<file path="src/rtl/audio_clkgen_pkg.sv">
// Shared audio frame constants, TDM index types and the startup state encoding.
// Pure definitions: no logic, no latency, no flow control.
package audio_clkgen_pkg;

  localparam int FRAME_CYCLES   = 256;
  localparam int PHASE_W        = 8;
  localparam int BITS_PER_FRAME = 128;

  typedef logic [1:0] slot_t;
  typedef logic [4:0] bit_idx_t;

  typedef enum logic [1:0] {
    PDN_HOLD,
    SETTLE,
    RUN
  } startup_state_t;

  // The bit clock runs at 128fs, so the TDM geometry must fill exactly 128 bit periods.
  function automatic bit tdm_geometry_ok(input int n_slots, input int bits_per_slot);
    return (n_slots * bits_per_slot) == BITS_PER_FRAME;
  endfunction

endpackage

</file>
<file path="src/rtl/audio_startup_seq.sv">
// Codec power-down release then frame-counted settle; outputs registered one cycle after the decision.
// No backpressure: free-running on clk_256fs, monotonic until reset.
module audio_startup_seq
  import audio_clkgen_pkg::*;
#(
  parameter int PDN_CYCLES    = 1024,
  parameter int SETTLE_FRAMES = 16
) (
  input  logic i_clk,
  input  logic i_rst,
  input  logic i_frame_wrap,
  output logic o_codec_pdn_n,
  output logic o_ready
);

  localparam int PDN_W = $clog2(PDN_CYCLES + 1);
  localparam int FRM_W = $clog2(SETTLE_FRAMES + 1);

  startup_state_t   r_state;
  startup_state_t   w_state_nxt;
  logic [PDN_W-1:0] r_pdn_cnt;
  logic [PDN_W-1:0] w_pdn_cnt_nxt;
  logic [FRM_W-1:0] r_frm_cnt;
  logic [FRM_W-1:0] w_frm_cnt_nxt;

  always_comb begin
    w_state_nxt   = r_state;
    w_pdn_cnt_nxt = r_pdn_cnt;
    w_frm_cnt_nxt = r_frm_cnt;
    case (r_state)
      PDN_HOLD: begin
        if (r_pdn_cnt == '0) w_state_nxt = SETTLE;
        else                 w_pdn_cnt_nxt = r_pdn_cnt - PDN_W'(1);
      end
      SETTLE: begin
        // Only wraps seen after PDN release count toward the settle interval.
        if (i_frame_wrap) begin
          w_frm_cnt_nxt = r_frm_cnt + FRM_W'(1);
          if (r_frm_cnt == FRM_W'(SETTLE_FRAMES - 1)) w_state_nxt = RUN;
        end
      end
      RUN:     w_state_nxt = RUN;
      default: w_state_nxt = PDN_HOLD;
    endcase
  end

  always_ff @(posedge i_clk) begin
    if (i_rst) begin
      r_state       <= PDN_HOLD;
      r_pdn_cnt     <= PDN_W'(PDN_CYCLES - 1);
      r_frm_cnt     <= '0;
      o_codec_pdn_n <= 1'b0;
      o_ready       <= 1'b0;
    end else begin
      r_state       <= w_state_nxt;
      r_pdn_cnt     <= w_pdn_cnt_nxt;
      r_frm_cnt     <= w_frm_cnt_nxt;
      o_codec_pdn_n <= (w_state_nxt != PDN_HOLD);
      o_ready       <= (w_state_nxt == RUN);
    end
  end

endmodule

</file>
<file path="src/rtl/audio_clkgen.sv">
// 256fs phase counter decoded into registered BICK/LRCK/TDM indices/strobes plus codec startup sequencing.
// Outputs are flops tracking the phase of the same cycle; no backpressure, runs continuously outside reset.
module audio_clkgen
  import audio_clkgen_pkg::*;
#(
  parameter int BITS_PER_SLOT = 32,
  parameter int N_SLOTS       = 4,
  parameter int PDN_CYCLES    = 1024,
  parameter int SETTLE_FRAMES = 16
) (
  input  logic                             clk_256fs,
  input  logic                             rst,
  output logic                             bick,
  output logic                             lrck,
  output logic [$clog2(N_SLOTS)-1:0]       slot,
  output logic [$clog2(BITS_PER_SLOT)-1:0] bit_idx,
  output logic                             shift_strobe,
  output logic                             sample_strobe,
  output logic                             codec_pdn_n,
  output logic                             ready
);

  localparam int SLOT_W = $clog2(N_SLOTS);
  localparam int BIT_W  = $clog2(BITS_PER_SLOT);

  if (!tdm_geometry_ok(N_SLOTS, BITS_PER_SLOT)) begin : g_bad_geometry
    $error("audio_clkgen: N_SLOTS*BITS_PER_SLOT must equal 128");
  end
  if (PDN_CYCLES < 1 || SETTLE_FRAMES < 1) begin : g_bad_startup
    $error("audio_clkgen: PDN_CYCLES and SETTLE_FRAMES must be >= 1");
  end

  logic [PHASE_W-1:0] r_p;
  logic               r_started;
  logic [PHASE_W-1:0] w_p_nxt;
  logic               w_frame_wrap;

  // The first edge out of reset loads phase 0 so the codec sees a clean frame start.
  assign w_p_nxt      = r_started ? (r_p + PHASE_W'(1)) : '0;
  assign w_frame_wrap = r_started && (r_p == PHASE_W'(FRAME_CYCLES - 1));

  always_ff @(posedge clk_256fs) begin
    if (rst) begin
      r_p           <= '0;
      r_started     <= 1'b0;
      bick          <= 1'b0;
      lrck          <= 1'b0;
      slot          <= '0;
      bit_idx       <= '0;
      shift_strobe  <= 1'b0;
      sample_strobe <= 1'b0;
    end else begin
      r_p           <= w_p_nxt;
      r_started     <= 1'b1;
      bick          <= w_p_nxt[0];
      lrck          <= ~w_p_nxt[PHASE_W-1];
      slot          <= w_p_nxt[PHASE_W-1 -: SLOT_W];
      bit_idx       <= w_p_nxt[BIT_W:1];
      shift_strobe  <= w_p_nxt[0];
      // Uses ready from before this edge, so the wrap that completes settling stays silent.
      sample_strobe <= ready && (w_p_nxt == '0);
    end
  end

  audio_startup_seq #(
    .PDN_CYCLES    (PDN_CYCLES),
    .SETTLE_FRAMES (SETTLE_FRAMES)
  ) u_startup (
    .i_clk         (clk_256fs),
    .i_rst         (rst),
    .i_frame_wrap  (w_frame_wrap),
    .o_codec_pdn_n (codec_pdn_n),
    .o_ready       (ready)
  );

endmodule

</file>
<file path="config.mk">
export PLATFORM = sky130hd
export DESIGN_NAME = audio_clkgen
export DESIGN_NICKNAME = d
export VERILOG_FILES = /design/src/rtl/audio_clkgen_pkg.sv /design/src/rtl/audio_startup_seq.sv /design/src/rtl/audio_clkgen.sv
export SDC_FILE = /design/constraint.sdc
export NUM_CORES = 1
export LEC_CHECK = 0
export CAP_MARGIN = 20
export CORE_MARGIN = 3
export CORE_UTILIZATION = 55
export DETAILED_ROUTE_END_ITERATION = 8
export PLACE_DENSITY = 0.78
export RECOVER_POWER = 25
export SLEW_MARGIN = 20
export SYNTH_ARGS = -nofsm -noshare
export SYNTH_HDL_FRONTEND = slang
export SYNTH_SLANG_ARGS = --single-unit
</file>
<file path="constraint.sdc">
create_clock -name clk_256fs -period 2.7 [get_ports clk_256fs]
set_clock_uncertainty 0.05 [all_clocks]
set_input_delay 0.27 -clock clk_256fs [delete_from_list [all_inputs] [get_ports clk_256fs]]
set_output_delay 0.27 -clock clk_256fs [all_outputs]
set_load 0.02 [all_outputs]
</file>
### After elaboration in Yosys (flattened, before gate mapping)

Index checks and enable logic that the tools add are counted.

| storage, ports and cells | value |
|---|---|
| input port bits | 2 |
| register bits after elaboration | 39 |
| output and inout port bits | 13 |

| operators by class | value |
|---|---|
| multiplexer cells | 6 |
| reductions and logical operators | 8 |
| equal/unequal tests | 5 |
| bitwise operators | 2 |
| $add $sub $neg | 3 |

Operators by type and width:

| cell | number |
|---|---|
| $logic_not A11 Y1 | 1 |
| $sub A11 B1 Y11 const B | 1 |
| $add A8 B1 Y8 const B | 1 |
| $eq A8 B8 Y1 const B | 1 |
| $logic_not A8 Y1 | 1 |
| $mux W8 | 1 |
| $mux W2 | 3 |
| $pmux W2 S3 | 1 |
| $add A5 B1 Y5 const B | 1 |
| $eq A5 B4 Y1 const B | 1 |
| $eq A2 B2 Y1 const B | 2 |
| $reduce_and A2 Y1 | 2 |
| $eq A2 B1 Y1 const B | 1 |
| $logic_and A1 B1 Y1 | 2 |
| $logic_not A2 Y1 | 1 |
| $not A1 Y1 | 2 |
| $reduce_bool A2 Y1 | 1 |
| $mux W1 | 1 |

### Longest topological paths before layout

| depth | value |
|---|---|
| depth after elaboration | 5 |
| gate-level depth with buffers | 7 |
| mapped depth without buffers | 7 |

### By module

From an unflattened synthesis, not the netlist that was laid out.

| unflattened totals | value |
|---|---|
| cell total of the unflattened synthesis | 152 |
| area total of the unflattened synthesis | 1426.4 um2 |

By module, submodules not included:

| module | instances | area an instance (um2) | cells an instance | sequential area each (um2) |
|---|---|---|---|---|
| audio_startup_seq | 1 | 940.9 | 102 | 400.4 |
| audio_clkgen | 1 | 485.5 | 50 | 220.2 |

### Worst setup path after synthesis

No wires, ideal clock.

| timing | value |
|---|---|
| path kind | register to register |
| start | reg u_startup.r_pdn_cnt[0] |
| end | reg u_startup.r_pdn_cnt[10] |
| arrival time | 1.996 ns |
| path slack | 0.583 ns |
| clock period less this slack | 2.117 ns |
| setup time | 0.071 ns |
| data required time | 2.579 ns |
| cell stages (with the launch flop) | 7 |
| path through | dfxtp_1 inv_1 ha_1 or3b_2 or4b_4 or4_1 a21oi_1 |

| on the way | value |
|---|---|
| longest elaborated chain between the ends | 3 |
| elaborated cells between the ends (all ways) | 4 |
| classes of those cells | add/sub (1); bitwise (1); reduce/logical (2) |

Ends and longest elaborated chain:

| element | RTL line | text |
|---|---|---|
| start: declaration | audio_startup_seq.sv:21 | `logic [PDN_W-1:0] r_pdn_cnt;` |
| start signal: assignment | audio_startup_seq.sv:50 | `r_pdn_cnt <= PDN_W'(PDN_CYCLES - 1);` |
| start signal: assignment | audio_startup_seq.sv:56 | `r_pdn_cnt <= w_pdn_cnt_nxt;` |
| parallel branches: the longest is 3 deep, another holds $sub A11 B1 Y11 | n/a |  |

Several ways; the timed one is not identified.
A chain may end at the register's enable or synchronous reset.

### Worst setup path in the final report

Ends and elaborated chain as after synthesis.

==> metrics <==
RSZ-0062 raised after global routing false; clock slew at reported path FFs 110 ps; post-synthesis sequential area ratio 0.431; R2R Path Start u_startup.r_pdn_cnt[0]$_SDFFE_PP1P_; Setup TNS 0 ps; DRT iter0 DRCs 44; launch point of the worst path u_startup.r_pdn_cnt[0]$_SDFFE_PP1P_; CTS Buf Count 5; Final Cycle Share 0.839; core area 2340 µm²; CP Class flop to flop; number of global-route vias before repair 1159; post-synthesis cell type count 39; Reg2Reg Setup Slack 430 ps; Worst-Skew Late Latency 340 ps; Cell Chain, Critical Path inv_1 > ha_1 > or3b_2 > or4b_4 > or4_1 > a21oi_1; Critical Path Fanout Max 4; Pins Over Slew Limit 0; Die W 57.2 µm; Internal 0.699 mW; Max H-tree Level 2; Startpoint Class flop; Final min period 2270 ps; Clock power frac 0.429; Final Hold Vio Count 0; Fillers 183; IO buf count 14; grt total ovfl 0; CTS tree built; post-DR vias/cell 5.90; Detail Route Antenna Nets 0; post-DP HPWL 1.92 mm; Total Routing Usage GR 0.198; max incr delay on CP 520 ps; drt total wl 2.79 mm; Post-CTS Setup Bufs 0; Slew HR 0.606; switching share of power 0.221; crit path capture u_startup.r_pdn_cnt[10]$_SDFFE_PP0P_; Final Cell Area 1680 µm²; critical path's slowest cell or4b_4; pwr dens 534 nW/µm²; CP arrival 2490 ps; NetSw 0.198 mW; cell count after synthesis 161; Synth-to-Final Area Change 16.7%; Comb pwr share 0.044; R2R cell count 6; synth warn 0; Syn Nets 168; RR Endpoint u_startup.r_pdn_cnt[10]$_SDFFE_PP0P_; fmax 441 MHz; max_cap viols 0; DRC 0; worst min path class flop to flop; number of I/O pins 15; clock root buffer clkbuf_4; Peak supply drop 0.516 mV; Mean Syn Cell Area 8.94 µm²; CTS Sinks 31; Die Area 3270 µm²; global-route wire length before repair 5.02 mm; Synth Cell Area 1440 µm²; Reg power frac 0.527; clock buffer depth 2; initial antenna violation count 0; Area after DPL 1590 µm²; final net count 182; die height 57.2 µm; ratio of cells with drive above 1 in the final layout 0.0852; Slew @ Worst Pin 586 ps; pin count of the biggest net entering global routing 16; wire length per cell 13.7 µm; post-synthesis register bit count 31; Crit. End Element flop; Initial Util 0.616; Leakage 0.612 nW; outcome completed; number of diodes 0; gpl congestion 0.833; Via Count 1204; row count 17; drt pass-1 iters 4; Setup Viol. Count Final 0; Worst EP required 2920 ps
[layer usage]
metal | routed length [µm] | global-route usage | share of wire | vias up
li1 | - | - | - | 607
met1 | 1200 | 0.219 | 0.43 | 553
met2 | 1380 | 0.338 | 0.49 | 32
met3 | 128 | 0.0475 | 0.046 | 12
met4 | 84 | 0.126 | 0.030 | 0
met5 | 0 | 0 | 0 | -
[timing repair]
item	4_1_cts	5_1_grt
hold endpoints to repair	0	0
setup endpoints to repair	0	1
hold buffers	0	0
resized for setup	0	1
[cell families after synthesis]
family                     synth area share
and+or+nand+nor                       0.251
DFF                                   0.431
AOI/OAI and AO/OA                     0.129
buffers and inverters                0.0530
xor gates and xnor gates             0.0791
adders and majority gates            0.0434
muxes                                0.0139
[per-stage QoR]
step                      setup WS, ps  total power [mW]  utilization  instances  hold WS (ps)
after floorplan                    583             0.508            -        161           303
after global placement             525             0.521        0.679        196           391
after detailed placement           414             0.524        0.679        196           395
after CTS                          406             0.910        0.716        204           410
after global routing               350             0.935        0.718        204           439
final                              435             0.897        0.718        204           407
[cell usage after synthesis]
library cell | number | area [µm²]
a311oi_1 | 1 | 8.76
a21oi_1 | 5 | 25.0
o31ai_1 | 2 | 15.0
a211oi_1 | 4 | 30.0
nand4_1 | 2 | 12.5
and4_1 | 1 | 8.76
nand2b_1 | 3 | 18.8
clkbuf_1 | 6 | 22.5
buf_4 | 1 | 7.51
or3_1 | 3 | 18.8
or3b_2 | 1 | 8.76
xnor2_1 | 9 | 78.8
buf_2 | 1 | 5.00
nand2_1 | 9 | 33.8
nor2b_1 | 2 | 12.5
or3_2 | 1 | 7.51
o2111ai_1 | 1 | 8.76
or4_1 | 3 | 22.5
inv_1 | 11 | 41.3
a2111oi_0 | 2 | 17.5
a31oi_1 | 2 | 12.5
nor3_1 | 4 | 20.0
o41a_1 | 1 | 11.3
or4_2 | 1 | 8.76
o21ai_0 | 4 | 20.0
or4b_4 | 1 | 13.8
and3_1 | 3 | 18.8
o31a_1 | 1 | 8.76
nor2_1 | 15 | 56.3
nor4_1 | 8 | 50.1
nor4b_1 | 1 | 8.76
ha_1 | 5 | 62.6
xor2_1 | 4 | 35.0
o211a_1 | 2 | 20.0
dfxtp_1 | 31 | 621
or4_4 | 1 | 11.3
a22oi_1 | 1 | 7.51
mux2i_1 | 2 | 20.0
nand3_1 | 6 | 30.0
[flip-flops by register name, indices dropped and copies added (netlist names)]
register,cells
bit_idx,4
lrck,1
r_p,2
r_started,1
sample_strobe,1
slot,2
u_startup.o_codec_pdn_n,1
u_startup.o_ready,1
u_startup.r_frm_cnt,5
u_startup.r_pdn_cnt,11
u_startup.r_state,2
[final cells by class]
cell class	instances	area (µm²)	share of cell area
clock buffers	6	51.3	0.0305
repair buffers	15	148	0.0879
multi-input cells	111	749	0.446
clock inverters	2	35.0	0.0208
flip-flops and latches	31	621	0.369
inverters	11	41.3	0.0246
well taps	28	35.0	0.0208
[layout by cell type, fill, tap and decap left out, drive strengths merged, types with 2 or more instances in the layout]
master         count
or4                5
nand4              2
xnor2              9
ha                 5
a2111oi            2
inv               11
o211a              2
or3                4
clkbuf             6
nor4               8
a211oi             4
xor2               4
dlygate4sd3        4
a31oi              2
nand3              6
and3               3
nor2b              2
mux2i              2
dfxtp             31
nand2b             3
o31ai              2
nor3               4
nand2              9
clkdlybuf4s50     10
nor2              15
o21ai              4
a21oi              5
[worst max-delay path: cells and delay by family, from the launching register on]
| family | cells | cell delay [ps] |
|---|---|---|
| AOI/OAI and AO/OA | 1 | 150 |
| DFF | 1 | 340 |
| and+or+nand+nor | 3 | 1440 |
| adders and majority gates | 1 | 140 |
| buffers and inverters | 1 | 80 |
[power groups by stage]
stage                     Clock, mW  Sequential [mW]  Combinational (mW)
after detailed placement          0            0.483              0.0410
after global placement            0            0.482              0.0390
after floorplan                   0            0.484              0.0241
after CTS                     0.396            0.473              0.0413
final                         0.385            0.472              0.0399
after global routing          0.416            0.474              0.0446
[worst min path at each step]
stage	slack [ps]	end	cells after the start	start
finish	410	sample_strobe$_SDFF_PP0_	1	u_startup.o_ready$_SDFF_PP0_
CTS	410	sample_strobe$_SDFF_PP0_	1	u_startup.o_ready$_SDFF_PP0_
floorplan	300	u_startup.r_state[0]$_SDFF_PP0_	1	rst
global placement	390	sample_strobe$_SDFF_PP0_	1	u_startup.o_ready$_SDFF_PP0_
detailed placement	390	sample_strobe$_SDFF_PP0_	1	u_startup.o_ready$_SDFF_PP0_
global route	440	sample_strobe$_SDFF_PP0_	1	u_startup.o_ready$_SDFF_PP0_
Power figures use the tool's default switching activity.
